--- src/rtl/digitron_scan_sched_if.sv ---
// rtl/digitron_scan_sched_if.sv - display scan bus between the scheduler and its driver/observer
interface digitron_scan_sched_if;
    logic [7:0] smg_1_i;
    logic [7:0] smg_2_i;
    logic [7:0] smg_3_i;
    logic [7:0] smg_4_i;
    logic [7:0] smg_5_i;
    logic [7:0] smg_6_i;
    logic [5:0] en_i;
    logic [3:0] bright_i;
    logic [7:0] row_o;
    logic [5:0] column_o;
    logic [2:0] digit_idx_o;
    logic       frame_o;
    logic       idle_o;

    modport slave (
        input  smg_1_i, smg_2_i, smg_3_i, smg_4_i, smg_5_i, smg_6_i,
        input  en_i, bright_i,
        output row_o, column_o, digit_idx_o, frame_o, idle_o
    );

    modport master (
        output smg_1_i, smg_2_i, smg_3_i, smg_4_i, smg_5_i, smg_6_i,
        output en_i, bright_i,
        input  row_o, column_o, digit_idx_o, frame_o, idle_o
    );
endinterface

--- src/rtl/digitron_scan_sched.sv ---
// rtl/digitron_scan_sched.sv - six-digit seven-segment scan scheduler
// Slot = BLANK, ON for (b+1) steps, OFF; codes are frozen per frame to avoid tearing.
module digitron_scan_sched #(
    parameter int TICK_DIV  = 40000,
    parameter int BLANK_CYC = 200,
    parameter int STEP_CYC  = 2000
) (
    input  logic                  clk_i,
    input  logic                  rst_i,
    digitron_scan_sched_if.slave  bus
);
    if (TICK_DIV < 1 || BLANK_CYC < 1 || STEP_CYC < 1 ||
        BLANK_CYC + 16 * STEP_CYC > TICK_DIV) begin : g_param_check
        $error("digitron_scan_sched: invalid slot timing parameters");
    end

    localparam int            CW   = $clog2(TICK_DIV + 1);
    localparam logic [CW-1:0] LAST = CW'(TICK_DIV - 1);

    typedef enum logic [1:0] {S_IDLE, S_BLANK, S_ON, S_OFF} state_t;

    state_t        state_q, state_d;
    logic [CW-1:0] cnt_q, cnt_d;
    logic [2:0]    idx_q, idx_d;
    logic [3:0]    bright_q, bright_d;
    logic [7:0]    snap_q [6];
    logic [7:0]    snap_d [6];
    logic [7:0]    live [6];
    logic [7:0]    row_q, row_d;
    logic [5:0]    col_q, col_d;
    logic          frame_q, frame_d;
    logic          idle_q, idle_d;
    logic [2:0]    next_idx, low_idx, cand;
    logic [31:0]   cnt_ext, on_end;

    function automatic logic [2:0] wrap_add(input logic [2:0] a, input logic [2:0] k);
        logic [3:0] s;
        s = {1'b0, a} + {1'b0, k};
        return (s >= 4'd6) ? 3'(s - 4'd6) : s[2:0];
    endfunction

    always_comb begin
        live[0] = bus.smg_1_i;
        live[1] = bus.smg_2_i;
        live[2] = bus.smg_3_i;
        live[3] = bus.smg_4_i;
        live[4] = bus.smg_5_i;
        live[5] = bus.smg_6_i;
    end

    // Later assignments win, so the nearest enabled digit after idx_q is chosen.
    always_comb begin
        next_idx = idx_q;
        cand     = idx_q;
        for (int k = 5; k >= 1; k--) begin
            cand = wrap_add(idx_q, 3'(k));
            if (bus.en_i[cand]) next_idx = cand;
        end
        low_idx = 3'd0;
        for (int k = 5; k >= 0; k--) begin
            if (bus.en_i[k]) low_idx = 3'(k);
        end
    end

    always_comb begin
        state_d  = state_q;
        cnt_d    = cnt_q;
        idx_d    = idx_q;
        bright_d = bright_q;
        snap_d   = snap_q;
        frame_d  = 1'b0;
        case (state_q)
            S_IDLE: begin
                cnt_d = '0;
                if (bus.en_i != 6'd0) begin
                    state_d  = S_BLANK;
                    idx_d    = low_idx;
                    bright_d = bus.bright_i;
                    snap_d   = live;
                    frame_d  = 1'b1;
                end
            end
            default: begin
                if (cnt_q == LAST) begin
                    cnt_d = '0;
                    if (bus.en_i == 6'd0) begin
                        state_d = S_IDLE;
                    end else begin
                        state_d  = S_BLANK;
                        idx_d    = next_idx;
                        bright_d = bus.bright_i;
                        frame_d  = (next_idx <= idx_q);
                        if (next_idx <= idx_q) snap_d = live;
                    end
                end else begin
                    cnt_d = cnt_q + 1'b1;
                end
            end
        endcase

        cnt_ext = 32'(cnt_d);
        on_end  = 32'(BLANK_CYC) + (32'(bright_d) + 32'd1) * 32'(STEP_CYC);
        if (state_d != S_IDLE) begin
            if (cnt_ext < 32'(BLANK_CYC))  state_d = S_BLANK;
            else if (cnt_ext < on_end)     state_d = S_ON;
            else                           state_d = S_OFF;
        end

        // Outputs follow the next state so segments and column switch together.
        idle_d = (state_d == S_IDLE);
        col_d  = (state_d == S_ON) ? ~(6'b000001 << idx_d) : 6'h3F;
        row_d  = (state_d == S_ON) ? snap_d[idx_d] : 8'hFF;
    end

    always_ff @(posedge clk_i) begin
        if (rst_i) begin
            state_q  <= S_IDLE;
            cnt_q    <= '0;
            idx_q    <= 3'd0;
            bright_q <= 4'd0;
            for (int k = 0; k < 6; k++) snap_q[k] <= 8'hFF;
            row_q    <= 8'hFF;
            col_q    <= 6'h3F;
            frame_q  <= 1'b0;
            idle_q   <= 1'b1;
        end else begin
            state_q  <= state_d;
            cnt_q    <= cnt_d;
            idx_q    <= idx_d;
            bright_q <= bright_d;
            for (int k = 0; k < 6; k++) snap_q[k] <= snap_d[k];
            row_q    <= row_d;
            col_q    <= col_d;
            frame_q  <= frame_d;
            idle_q   <= idle_d;
        end
    end

    assign bus.row_o       = row_q;
    assign bus.column_o    = col_q;
    assign bus.digit_idx_o = idx_q;
    assign bus.frame_o     = frame_q;
    assign bus.idle_o      = idle_q;
endmodule

--- src/flat_wrapper.sv ---
// flat-port wrapper written by rule: the top's interface ports become plain ports
module digitron_scan_sched_flat 
#(
    parameter int TICK_DIV  = 40000,
    parameter int BLANK_CYC = 200,
    parameter int STEP_CYC  = 2000
)
  (clk_i, rst_i, bus_smg_1_i, bus_smg_2_i, bus_smg_3_i, bus_smg_4_i, bus_smg_5_i, bus_smg_6_i, bus_en_i, bus_bright_i, bus_row_o, bus_column_o, bus_digit_idx_o, bus_frame_o, bus_idle_o);
  digitron_scan_sched_if bus_i ();
  input  logic clk_i;
  input  logic rst_i;
  input wire logic [$bits(bus_i.smg_1_i)-1:0] bus_smg_1_i;
  input wire logic [$bits(bus_i.smg_2_i)-1:0] bus_smg_2_i;
  input wire logic [$bits(bus_i.smg_3_i)-1:0] bus_smg_3_i;
  input wire logic [$bits(bus_i.smg_4_i)-1:0] bus_smg_4_i;
  input wire logic [$bits(bus_i.smg_5_i)-1:0] bus_smg_5_i;
  input wire logic [$bits(bus_i.smg_6_i)-1:0] bus_smg_6_i;
  input wire logic [$bits(bus_i.en_i)-1:0] bus_en_i;
  input wire logic [$bits(bus_i.bright_i)-1:0] bus_bright_i;
  output wire logic [$bits(bus_i.row_o)-1:0] bus_row_o;
  output wire logic [$bits(bus_i.column_o)-1:0] bus_column_o;
  output wire logic [$bits(bus_i.digit_idx_o)-1:0] bus_digit_idx_o;
  output wire logic [$bits(bus_i.frame_o)-1:0] bus_frame_o;
  output wire logic [$bits(bus_i.idle_o)-1:0] bus_idle_o;
  assign bus_i.smg_1_i = bus_smg_1_i;
  assign bus_i.smg_2_i = bus_smg_2_i;
  assign bus_i.smg_3_i = bus_smg_3_i;
  assign bus_i.smg_4_i = bus_smg_4_i;
  assign bus_i.smg_5_i = bus_smg_5_i;
  assign bus_i.smg_6_i = bus_smg_6_i;
  assign bus_i.en_i = bus_en_i;
  assign bus_i.bright_i = bus_bright_i;
  assign bus_row_o = bus_i.row_o;
  assign bus_column_o = bus_i.column_o;
  assign bus_digit_idx_o = bus_i.digit_idx_o;
  assign bus_frame_o = bus_i.frame_o;
  assign bus_idle_o = bus_i.idle_o;
  digitron_scan_sched #(.TICK_DIV(TICK_DIV), .BLANK_CYC(BLANK_CYC), .STEP_CYC(STEP_CYC)) u_core (.clk_i(clk_i), .rst_i(rst_i), .bus(bus_i));
endmodule
--- config.mk ---
export PLATFORM = sky130hd
export DESIGN_NAME = digitron_scan_sched_flat
export DESIGN_NICKNAME = d
export VERILOG_FILES = /design/src/rtl/digitron_scan_sched_if.sv /design/src/rtl/digitron_scan_sched.sv /design/src/flat_wrapper.sv
export SDC_FILE = /design/constraint.sdc
export NUM_CORES = 1
export LEC_CHECK = 0
export CORE_UTILIZATION = 45
export DETAILED_ROUTE_END_ITERATION = 12
export PLACE_DENSITY = 0.67
export SYNTH_ARGS = -nofsm -noshare
export SYNTH_HDL_FRONTEND = slang
export SYNTH_SLANG_ARGS = --single-unit
--- constraint.sdc ---
create_clock -name clk_i -period 10.7 [get_ports clk_i]
set_input_delay 1.605 -clock clk_i [delete_from_list [all_inputs] [get_ports clk_i]]
set_output_delay 1.605 -clock clk_i [all_outputs]
set_load 0.02 [all_outputs]
==> impl_metrics.xml <==
<?xml version="1.0" encoding="UTF-8"?>
<metrics>
  <group name="logic_synthesis">
    <metric name="synthSimpleGateAreaFrac" unit="%">26.6</metric>
    <metric name="synth_largest_area_cell" unit="">sky130_fd_sc_hd__dfxtp_1</metric>
    <metric name="synth_adder_area_share" unit="%">11.9</metric>
    <metric name="syn_nets" unit="">880</metric>
    <metric name="yosys_register_bits" unit="">89</metric>
    <metric name="synth_top_cells_by_area" unit="">sky130_fd_sc_hd__dfxtp_1, sky130_fd_sc_hd__ha_1, sky130_fd_sc_hd__nand2_1, sky130_fd_sc_hd__nand3b_1, sky130_fd_sc_hd__mux4_2</metric>
    <metric name="syn_inst" unit="">764</metric>
    <metric name="synth_cell_type_count" unit="">74</metric>
    <metric name="seq_area_frac_synth" unit="%">27.3</metric>
    <metric name="yosysTopAreaCellShare" unit="%">27.3</metric>
    <metric name="synth_top_family_by_area" unit="">simple AND/OR/NAND/NOR gates</metric>
    <metric name="ys_async_sr_fraction" unit="%">0</metric>
    <metric name="muxShareOfSynthArea" unit="%">11.9</metric>
    <metric name="netlist_area" unit="µm²">6530</metric>
    <metric name="synth_area_per_cell" unit="µm²">8.54</metric>
    <metric name="synth_ff_type" unit="">sky130_fd_sc_hd__dfxtp_1</metric>
    <metric name="compound_gate_portion_of_the_synthesized_area" unit="%">12.4</metric>
    <metric name="synth-edff-count" unit="">0</metric>
    <metric name="synth-xor-area-share" unit="%">4.68</metric>
    <metric name="synth_warnings" unit="">0</metric>
  </group>
  <group name="finish">
    <metric name="register_area" unit="µm²">1780</metric>
    <metric name="final_common_cell" unit="">sky130_fd_sc_hd__nand2_1</metric>
    <metric name="area_growth_syn_to_layout" unit="%">17.5</metric>
    <metric name="design.final.nets" unit="">932</metric>
    <metric name="area_of_the_multi_input_gates" unit="µm²">4410</metric>
    <metric name="filler_cell_count" unit="">1337</metric>
    <metric name="antennaDiodeCount" unit="">0</metric>
    <metric name="layout.cells.most_common_list" unit="">sky130_fd_sc_hd__nand2_1, sky130_fd_sc_hd__dfxtp_1, sky130_fd_sc_hd__clkdlybuf4s50_1</metric>
    <metric name="share_of_cells_above_drive_strength_1" unit="%">7.19</metric>
  </group>
  <group name="global_routing">
    <metric name="grt.total_usage" unit="%">22.7</metric>
    <metric name="global_route_wire_length_before_repair" unit="mm">26.7</metric>
    <metric name="vias_in_the_first_global_route" unit="">5483</metric>
    <metric name="antenna_found_initial" unit="">0</metric>
    <metric name="final_global_route_overflow_total" unit="">0</metric>
    <metric name="largest_net_degree_at_the_start_of_global_routing" unit="">64</metric>
  </group>
  <group name="clock_network">
    <metric name="clock_path_buffers" unit="">2</metric>
    <metric name="sink_count_of_the_clock_tree" unit="">89</metric>
    <metric name="root_buffer" unit="">sky130_fd_sc_hd__clkbuf_16</metric>
    <metric name="post_cts.repair.setup_buffers" unit="">0</metric>
    <metric name="cts.hold.buffers_added" unit="">0</metric>
    <metric name="clkSlewWorstSetupHoldPaths" unit="ns">0.07</metric>
    <metric name="tritoncts.num_buffers" unit="">9</metric>
    <metric name="cts.repair.resized" unit="">0</metric>
    <metric name="clk-insertion-delay-late" unit="ns">0.35</metric>
    <metric name="htree_num_levels" unit="">3</metric>
    <metric name="clock_tree_from_tritoncts" unit="">done</metric>
  </group>
  <group name="floorplan">
    <metric name="core_area" unit="µm²">14000</metric>
    <metric name="io_pins" unit="">79</metric>
    <metric name="die_h" unit="µm">122</metric>
    <metric name="die_area" unit="µm²">15000</metric>
    <metric name="start_util" unit="%">46.6</metric>
    <metric name="number_of_standard_cell_rows_in_the_floorplan" unit="">43</metric>
    <metric name="die_width" unit="µm">122</metric>
  </group>
  <group name="power">
    <metric name="total_leakage_power" unit="nW">3.22</metric>
    <metric name="cellPowerDensity" unit="nW/µm²">162</metric>
    <metric name="vdd_ir_drop_max" unit="V">0.000129</metric>
    <metric name="post-layout-total-power" unit="W">0.00124</metric>
  </group>
  <group name="setup_path">
    <metric name="crit_path_start_kind" unit="">input port</metric>
    <metric name="worstSetupPathType" unit="">in -&gt; reg</metric>
    <metric name="cpMaxStageDelayCell" unit="">sky130_fd_sc_hd__clkdlybuf4s50_1</metric>
    <metric name="crit_path_max_fanout" unit="">13</metric>
    <metric name="critPathRequiredTime" unit="ns">10.91</metric>
    <metric name="cp_data_arrival_time" unit="ns">9.66</metric>
    <metric name="timing.critical_path.slowest_cell_delay" unit="ns">0.62</metric>
    <metric name="worst_setup_path_end_kind" unit="">register</metric>
    <metric name="crit_top_cell" unit="">sky130_fd_sc_hd__inv_1</metric>
  </group>
  <group name="placement">
    <metric name="detailed_place_hpwl" unit="mm">12.1</metric>
    <metric name="portBuffers" unit="">78</metric>
    <metric name="place.gp.congestion" unit="">0.876</metric>
  </group>
  <group name="drt">
    <metric name="via_count" unit="">5690</metric>
    <metric name="avgRoutedWirePerCell" unit="µm">16.4</metric>
    <metric name="detail_route.wirelength" unit="mm">16.5</metric>
    <metric name="drt_iter0_markers" unit="">446</metric>
    <metric name="detailedRoute.firstPassIterationCount" unit="">5</metric>
    <metric name="ant_nets" unit="">0</metric>
    <metric name="routed_via_density" unit="">5.68</metric>
    <metric name="drcViolationCount" unit="">0</metric>
  </group>
  <group name="sta">
    <metric name="timing.clock.skew" unit="ns">0.0121</metric>
    <metric name="final.period_utilization" unit="%">88.3</metric>
    <metric name="totalNegativeSetupSlack" unit="ns">0</metric>
    <metric name="final-hold-violation-count" unit="">0</metric>
    <metric name="slew-limit-headroom" unit="%">34.7</metric>
    <metric name="rsz0062_at_grt" unit="">false</metric>
    <metric name="worst_slew_pin_slew" unit="ns">0.980</metric>
    <metric name="fmaxAchievable" unit="GHz">0.106</metric>
    <metric name="setup_viol" unit="">0</metric>
    <metric name="slew_viol_final" unit="">0</metric>
    <metric name="timing.final.crit_period" unit="ns">9.45</metric>
  </group>
  <group name="min_path">
    <metric name="holdCritPathClass" unit="">reg -&gt; reg</metric>
  </group>
  <group name="outcome">
    <metric name="run_status" unit="">finished, final reports clean</metric>
  </group>
  <group name="flow_run">
    <metric name="drv_cap" unit="">0</metric>
  </group>
</metrics>
[worst paths after layout]
kind / start / to / slack [ns] / cells past startpoint
worst max-delay path: bus_en_i[2] / u_core.bus.column_o[3]$_SDFF_PP1_ / 1.25 / 32
worst min-delay path: u_core.snap_q[35]$_SDFF_PP1_ / u_core.snap_q[35]$_SDFF_PP1_ / 0.46 / 2
worst max register to register: u_core.cnt_q[0]$_SDFF_PP0_ / u_core.bus.column_o[3]$_SDFF_PP1_ / 2.21 / 32
worst min register to register: u_core.snap_q[35]$_SDFF_PP1_ / u_core.snap_q[35]$_SDFF_PP1_ / 0.46 / 2
[metrics by stage]
step                cells  hold WS [ns]  util, %  instance area [µm²]  setup slack [ns]
floorplan             764         0.431        -                 6530              2.38
global placement      985         0.443     52.6                 7360              1.28
detailed placement    985         0.452     52.6                 7360             0.920
CTS                  1001         0.470     54.8                 7670              1.26
global route         1001         0.492     54.8                 7670             0.688
finish               1001         0.464     54.8                 7670              1.25
[cell families (layout without fill, tap and decap cells)]
group | Yosys count | count (layout)
XOR/XNOR | 34 | 34
adder cells (fa/ha/maj) | 56 | 56
AO/OA/AOI/OAI | 118 | 118
multiplexers | 51 | 51
flip-flops | 89 | 89
buffers and inverters | 77 | 134
AND/OR/NAND/NOR | 339 | 339
[synth_stat cells, drive strengths merged (2+ instances only)]
cell type / number
or3b: 2
or3: 5
a21oi: 28
mux2i: 27
nand3: 27
a21o: 12
ha: 46
nor4: 2
nor4b: 3
a211oi: 3
a31oi: 5
dfxtp: 89
a2bb2oi: 2
o21ai: 25
nand4b: 2
xor2: 17
nor2: 56
nand4: 10
o22ai: 2
a22oi: 9
fa: 10
o21a: 4
buf: 17
xnor2: 17
and4: 4
and2: 7
and3: 12
nand2: 124
nand2b: 3
or2: 3
o2111ai: 3
a211o: 2
inv: 34
o31ai: 2
o211ai: 7
mux2: 5
mux4: 19
nand3b: 52
nor3: 16
clkbuf: 26
nor2b: 7
[layout make-up]
cell class / count / share of cell area (%)
sequential: 89 / 23.2
inverter: 34 / 1.66
tap: 180 / 2.94
multi-input combinational: 598 / 57.5
clock inverter: 6 / 1.01
clock buffer: 10 / 2.99
timing repair buffer: 84 / 10.7
[critical path, delay by kind of cell]
family / cells / cell delay, ns
xor+xnor: 2 / 0.43
simple gates: 7 / 1.22
mux: 1 / 0.44
compound gates: 10 / 2.03
buf+inv: 6 / 1.37
fa+ha+maj: 6 / 2.55
[where the power goes]
group	leakage, nW	total, W	internal [W]	switching [W]
logic	2.34	0.000541	0.000242	0.000299
clock network	0.150	0.000328	0.000185	0.000143
registers	0.733	0.000370	0.000359	0.0000112
[metal layers]
metal | part of all wire [%] | wire length (µm) | up-vias | global-route usage, %
li1 | - | - | 2813 | -
met5 | 0 | 0 | - | 0
met4 | 1.8 | 298 | 0 | 7.16
met3 | 2.8 | 468 | 23 | 3.62
met2 | 50 | 8280 | 116 | 38.9
met1 | 45 | 7410 | 2738 | 28.9
[state kept, by name (all words and copies together), names as in the netlist]
name                    cells
u_core.cnt_q               16
u_core.bus.column_o         6
u_core.bus.frame_o          1
u_core.bus.row_o            8
u_core.bus.digit_idx_o      3
u_core.state_q              2
u_core.bus.idle_o           1
u_core.snap_q              48
u_core.bright_q             4
Note: power is estimated with default switching activity, not from simulation.
